===== src/rtl/mux_pkg.sv =====
// Shared types and constants for the round-robin select arbiter.
package mux_pkg;

   typedef enum logic {
      IDLE  = 1'b0,
      GRANT = 1'b1
   } arb_state_e;

   // last resets to N - LAST_RST_OFS (= N-1) so the first search begins at index 0.
   localparam int LAST_RST_OFS = 1;

   function automatic int last_rst_idx(input int n);
      return n - LAST_RST_OFS;
   endfunction

endpackage


===== src/rtl/rr_pick.sv =====
// Wrap-around priority search: first set req bit at or after start_i, modulo N.
module rr_pick #(
   parameter int N = 4,
   parameter int P = $clog2(N)
) (
   input  logic [N-1:0] req_i,
   input  logic [P-1:0] start_i,
   output logic         found_o,
   output logic [P-1:0] idx_o
);

   int c;

   always_comb begin
      found_o = 1'b0;
      idx_o   = '0;
      c       = 0;
      for (int k = 0; k < N; k++) begin
         // start_i is always < N, so one subtraction is enough to wrap.
         c = int'(start_i) + k;
         if (c >= N) c = c - N;
         if (!found_o && req_i[c]) begin
            found_o = 1'b1;
            idx_o   = P'(c);
         end
      end
   end

endmodule


===== src/rtl/rr_sel_arbiter.sv =====
// Round-robin arbiter producing a registered N:1 mux select with a valid/ready
// handshake; grants are sticky until accepted and re-arbitrate without a bubble.
module rr_sel_arbiter
   import mux_pkg::*;
#(
   parameter int N = 4,
   parameter int P = $clog2(N)
) (
   input  logic         clk,
   input  logic         rst_n,
   input  logic [N-1:0] req,
   output logic [P-1:0] S,
   output logic         gnt_valid,
   input  logic         gnt_ready,
   output logic [N-1:0] gnt_onehot
);

   localparam logic [P-1:0] LAST_RST = P'(last_rst_idx(N));
   localparam logic [P-1:0] IDX_MAX  = P'(N - 1);

   arb_state_e   state_q, state_d;
   logic [P-1:0] s_q, s_d;
   logic [P-1:0] last_q, last_d;
   logic         arm_q;
   logic [P-1:0] base, start, win;
   logic         found;

   // On a handshake last becomes S, so searching from S+1 equals searching from last+1.
   assign base  = (state_q == GRANT) ? s_q : last_q;
   assign start = (base == IDX_MAX) ? '0 : base + 1'b1;

   rr_pick #(.N(N), .P(P)) u_pick (
      .req_i   (req),
      .start_i (start),
      .found_o (found),
      .idx_o   (win)
   );

   always_comb begin
      state_d = state_q;
      s_d     = s_q;
      last_d  = last_q;
      case (state_q)
         IDLE: begin
            // arm_q holds off the first grant to the second edge after reset release.
            if (arm_q && found) begin
               state_d = GRANT;
               s_d     = win;
            end
         end
         GRANT: begin
            if (gnt_ready) begin
               last_d = s_q;
               if (found) s_d = win;
               else       state_d = IDLE;
            end
         end
         default: state_d = IDLE;
      endcase
   end

   always_ff @(posedge clk or negedge rst_n) begin
      if (!rst_n) begin
         state_q <= IDLE;
         s_q     <= '0;
         last_q  <= LAST_RST;
         arm_q   <= 1'b0;
      end else begin
         state_q <= state_d;
         s_q     <= s_d;
         last_q  <= last_d;
         arm_q   <= 1'b1;
      end
   end

   assign S         = s_q;
   assign gnt_valid = (state_q == GRANT);

   always_comb begin
      gnt_onehot = '0;
      if (gnt_valid) gnt_onehot[s_q] = 1'b1;
   end

endmodule


===== config.mk =====
export PLATFORM = sky130hd
export DESIGN_NAME = rr_sel_arbiter
export DESIGN_NICKNAME = d
export VERILOG_FILES = /design/src/rtl/mux_pkg.sv /design/src/rtl/rr_pick.sv /design/src/rtl/rr_sel_arbiter.sv
export SDC_FILE = /design/constraint.sdc
export NUM_CORES = 1
export LEC_CHECK = 0
export ABC_AREA = 1
export CAP_MARGIN = 20
export CORE_AREA = 2 2 39 41
export DETAILED_ROUTE_END_ITERATION = 8
export DIE_AREA = 0 0 41 43
export GPL_ROUTABILITY_DRIVEN = 1
export HOLD_SLACK_MARGIN = 0.03
export PLACE_DENSITY = 0.8
export SLEW_MARGIN = 20
export SYNTH_ARGS = -nofsm -noshare
export SYNTH_HDL_FRONTEND = slang
export SYNTH_SLANG_ARGS = --single-unit
export TNS_END_PERCENT = 10

===== constraint.sdc =====
create_clock -name clk -period 3 [get_ports clk]
set_clock_uncertainty 0.2 [all_clocks]
set_input_delay 0.6 -clock clk [delete_from_list [all_inputs] [get_ports clk]]
set_output_delay 0.6 -clock clk [all_outputs]
set_load 0.01 [all_outputs]

Yosys cells after proc, flatten, opt, wreduce, memory -nomap -nowiden

Index checks and enable logic that the tools add are counted.

Add/sub/neg operators: 8
$mul: 0
Divide/modulo/power cells: 0
Order comparisons: 10
Eq/ne operators: 4
Shifts and indexed selects: 0
Muxes and demuxes: 37
Bitwise logic cells: 1
Reductions and logical operators: 10

Operator list:

| cell                    | number |
|---|---|
| $lt A32 B4 Y1 const B   | 4 |
| $mux W32                | 4 |
| $ge A32 B4 Y1 const B   | 3 |
| $sub A32 B4 Y32 const B | 3 |
| $mux W2                 | 9 |
| $mux W1                 | 16 |
| $bmux W1 S2             | 4 |
| $add A2 B2 Y3 const B   | 2 |
| $logic_and A1 B1 Y1     | 5 |
| $mux W4                 | 1 |
| $ne A2 B2 Y1 const B    | 2 |
| $pmux W2 S2             | 1 |
| $sub A2 B3 Y4 const B   | 1 |
| $add A2 B1 Y3 const B   | 1 |
| $ge A2 B3 Y1 const B    | 1 |
| $logic_not A1 Y1        | 3 |
| $lt A2 B3 Y1 const B    | 1 |
| $reduce_and A3 Y1       | 1 |
| $add A2 B1 Y2 const B   | 1 |
| $demux W1 S2            | 1 |
| $eq A2 B2 Y1 const B    | 1 |
| $ge A2 B1 Y1 const B    | 1 |
| $ne A2 B1 Y1 const B    | 1 |
| $pmux W1 S2             | 1 |
| 2 further kinds         | 2 |

Bits in registers: 6
Bits in latches: 0
Memory bits (writable): 0
ROM bits: 0
Input bits: 7
Output and inout port bits: 7
Logic and storage cells: 74
Memories: 0

Longest topological paths before layout

Word-level depth: 21
Depth in mapped cells: 14
Gate-level depth less buffers: 14

Modules after synthesis

Synthesis repeated with hierarchy kept, for this count alone.

Cell total of the unflattened synthesis: 101
Area, all modules: 624.3 um^2

Modules (own cells, without submodules):

| module         | instances | cells an instance | area an instance (um^2) |
|---|---|---|---|
| rr_pick        | 1         | 59                | 319.1 |
| rr_sel_arbiter | 1         | 42                | 305.3 |

Worst setup path after synthesis

Ideal clock, no wire load.

Kind: reg2reg
Start point: register last_q[1]
End point: register s_q[0], in the netlist S[0]
Data arrival time: 1.514 ns
Slack: 1.170 ns
Stages on the path, launching flop included: 12
Buffers on the path: 0
Period minus slack after synthesis: 1.830 ns
Cells stage by stage: dfstp_2 -> inv_1 -> o21ai_1 -> nand2_1 -> nand3_1 -> nand2_1 -> nor2_2 -> nand3_2 -> nand3_2 -> inv_2 -> nand2_1 -> nand2_1

Longest elaborated chain between the ends: 21
Elaborated cells between the ends (all ways): 53

Ends and longest elaborated chain:

| element                                                                  | RTL line             | source |
|---|---|---|
| start: declaration                                                       | rr_sel_arbiter.sv:23 | `logic [P-1:0] last_q, last_d;` |
| start signal: assignment                                                 | rr_sel_arbiter.sv:71 | `last_q <= last_d;` |
| $mux W2 *                                                                | rr_sel_arbiter.sv:29 | `assign base = (state_q == GRANT) ? s_q : last_q;` |
| $add A2 B1 Y2 / $eq A2 B2 Y1 (equally long branches)                     | rr_sel_arbiter.sv:30 | `assign start = (base == IDX_MAX) ? '0 : base + 1'b1;` |
| $mux W2 *                                                                | rr_sel_arbiter.sv:30 |  |
| parallel branches: the longest is 18 deep, another holds $sub A32 B4 Y32 | --                   |  |
| end signal: assignment                                                   | rr_sel_arbiter.sv:65 | `s_q <= '0;` |
| end signal: assignment                                                   | rr_sel_arbiter.sv:70 | `s_q <= s_d;` |
| end: declaration                                                         | rr_sel_arbiter.sv:22 | `logic [P-1:0] s_q, s_d;` |

Every way passes the cells marked *. The select of a mux whose other input is x is not followed.
A chain may end at the register's enable or synchronous reset.

Worst setup path in the final report

Start point: register state_q, in the netlist gnt_valid
End point: output gnt_onehot[3]

Longest elaborated chain between the ends: 1

Ends and longest elaborated chain:

| element                  | RTL line             | source |
|---|---|---|
| start: declaration       | rr_sel_arbiter.sv:21 | `arb_state_e state_q, state_d;` |
| start signal: assignment | rr_sel_arbiter.sv:69 | `state_q <= state_d;` |
| $mux W4                  | rr_sel_arbiter.sv:81 | `if (gnt_valid) gnt_onehot[s_q] = 1'b1;` |
| end: declaration         | rr_sel_arbiter.sv:15 | `output logic [N-1:0] gnt_onehot` |

Every way passes these cells.

==> results.yml <==
outcome:
  outcome: "finished, final reports clean"
die:
  die-area_um2: 1763
  rows: 14
  fp.dieH_um: 43
  pin_count: 14
  start_util_pct: 41.68
  core-area_um2: 1384
  die_w_um: 41
layout:
  multiInputGateArea_um2: 364.1
  drive_above_1_share_pct: 15.25
  fillers: 148
  layout_commonest_cell: "nand2_1"
  mostFrequentLayoutCells: "nand2_1, inv_1, clkdlybuf4s50_1"
  insertedDiodeCount: 0
  fin_util_pct: 54.43
  synthToLayoutAreaGrowth_pct: 30.59
  regArea_um2: 152.6
  final_nets: 126
global_routing:
  grt_pass1_wl_mm: 2.083
  grt_usage_pct: 17.29
  grt_max_degree: 10
  antenna_found_initial: 0
  grt_pass1_vias: 523
  grt.overflow.total: 0
critical_path:
  worst-path-buf-inv: 1
  r2r_end: "S[0]$_DFFE_PN0P_"
  worstPathRequired_ns: 2.20
  critical_path_class: "flop to output pin"
  worstSetupEndpointType: "output pin"
  r2r_start: "gnt_valid$_DFF_PN0_"
  startpoint_type: "flop"
  crit_start: "gnt_valid$_DFF_PN0_"
  arrival_ns: 1.60
  worstSetupEndpoint: "gnt_onehot[3]"
  critical_path.max_fanout: 9
  cp.depth: 3
  cpPeakStageDelay_ns: 0.54
  path_cells: "nand2_1 > nor2_1 > clkdlybuf4s50_1"
  rrSetupSlack_ns: 0.97
  r2r_cells: 12
  cp_top_family: "buffers and inverters"
  cp_slowest_cell: "clkdlybuf4s50_1"
detailed_routing:
  drt_iter0_markers: 8
  wl_per_cell_um: 9.552
  dr.pass1.iters: 4
  num_vias: 627
  route.detailed.drc: 0
  wirelength_mm: 1.280
  postRouteAntennaNets: 0
  via_per_inst: 4.679
synth:
  synthMuxAreaShare_pct: 0
  synth_xor_area_share_pct: 0
  ys_warn_count: 0
  synth_top_family_by_area: "simple AND/OR/NAND/NOR gates"
  synth_fa_ha_area_share_pct: 0
  yosys.area_share.simple_pct: 57.48
  avgSynthCellArea_um2: 5.711
  synth-compound-area-share_pct: 4.989
  ys_seq_elements: 6
  syn_nets: 108
  seq_area_frac_synth_pct: 26.46
  synth_cells: 101
  syn_area_um2: 576.8
  yosysUniqueCellTypes: 18
timing:
  max_freq_mhz: 415.9
  fin_crit_ns: 2.405
  finalSetupViolCount: 0
  hold_viol: 0
  tns_ns: 0
  period_share_pct: 80.16
  rsz0062_at_grt: "false"
  maxSlewViolCount: 0
placed_design:
  port_buffers: 13
  hpwlAfterDp_mm: 1.008
  place_congestion: 0.6757
clock_tree:
  cts-resized-gates: 0
  htreeDepth: 1
  clock-sinks: 6
  clk_path_buf_depth: 2
  cts_setup_buffers: 0
  clk_latency_ns: 0.24
  cts_buffers: 3
  hold_buffers: 0
  clk_pin_slew_worst_paths_ns: 0.05
  clockRootBuffer: "clkbuf_4"
  tritoncts: "done"
power:
  vdd_ir_drop_max_uv: 594.3
  power.density_nw_per_um2: 1378
  p_leak_nw: 0.4179
job:
  drv_cap: 0
hold_path:
  hold_class: "flop to flop"
-- synthesized netlist by cell type (all sizes together) --
cell type | number | area (µm²)
nor2 | 8 | 32.54
dfstp | 2 | 52.55
nand3 | 9 | 55.05
or2 | 1 | 6.260
nand4 | 3 | 18.77
nand2 | 51 | 211.5
inv | 16 | 60.06
nand3b | 1 | 7.510
o21ai | 5 | 28.77
dfrtp | 4 | 100.1
conb | 1 | 3.750
-- final cells by class --
cell class	count	area share [%]
clock buffer	4	3.488
inverter	16	7.973
multi-input combinational	79	48.34
sequential	6	20.27
tap	16	2.658
timing repair buffer	13	17.28
-- where the power goes --
| group | switching, mW | total, mW | internal (mW) |
|---|---|---|---|
| logic | 0.490 | 0.792 | 0.302 |
| clock network | 0.0285 | 0.0789 | 0.0503 |
| registers | 0.0429 | 0.166 | 0.123 |
| total | 0.561 | 1.04 | 0.476 |
-- stage by stage --
step	hold slack (ns)	cell area, µm²	cells	power (mW)	worst slack [ns]
2_1_floorplan	0.1044	576.8	101	0.7406	1.170
3_3_place_gp	0.2802	726.9	130	0.9362	0.8384
3_5_place_dp	0.2819	726.9	130	0.9559	0.7669
4_1_cts	0.2890	753.2	134	1.044	0.5778
5_1_grt	0.3074	753.2	134	1.165	0.4581
6_report	0.2828	753.2	134	1.038	0.5953
-- worst min path at each step --
stage,start,to,cells past startpoint
2_1_floorplan,rst_n,S[0]$_DFFE_PN0P_,0
3_3_place_gp,last_q[1]$_DFFE_PN1P_,last_q[1]$_DFFE_PN1P_,2
3_5_place_dp,last_q[1]$_DFFE_PN1P_,last_q[1]$_DFFE_PN1P_,2
4_1_cts,last_q[1]$_DFFE_PN1P_,last_q[1]$_DFFE_PN1P_,2
5_1_grt,last_q[1]$_DFFE_PN1P_,last_q[1]$_DFFE_PN1P_,2
6_report,last_q[1]$_DFFE_PN1P_,last_q[1]$_DFFE_PN1P_,2
-- worst reg2reg max path, stage by stage, from the launching register on --
cell and delay [ns]:
dfrtp_1 0.47, nand2_1 0.13, inv_1 0.04, nor2_1 0.24, nand2_1 0.13, nand3_1 0.12
nand2_1 0.08, nor2_2 0.16, nand3_2 0.10, nand3_2 0.10, inv_2 0.04, nand2_1 0.06
nand2_1 0.05
-- flip-flops by register name, indices dropped and copies added, names as in the netlist --
signal     flops
last_q         2
gnt_valid      1
arm_q          1
S              2
-- cell families (layout without fill, tap and decap cells) --
logic type / after synthesis / after routing
AOI/OAI and AO/OA: 5 / 5
buffers and inverters: 16 / 33
DFF: 6 / 6
other: 1 / 1
and+or+nand+nor: 73 / 73
-- per-layer routing --
layer / wire [µm] / GRT usage, % / vias to the layer above
met5: 0 / 0 / -
met1: 613 / 20.72 / 268
met3: 43 / 4.188 / 0
li1: - / - / 349
met2: 622 / 25.62 / 10
met4: 0 / 12.00 / 0
Power figures use the tool's default switching activity.
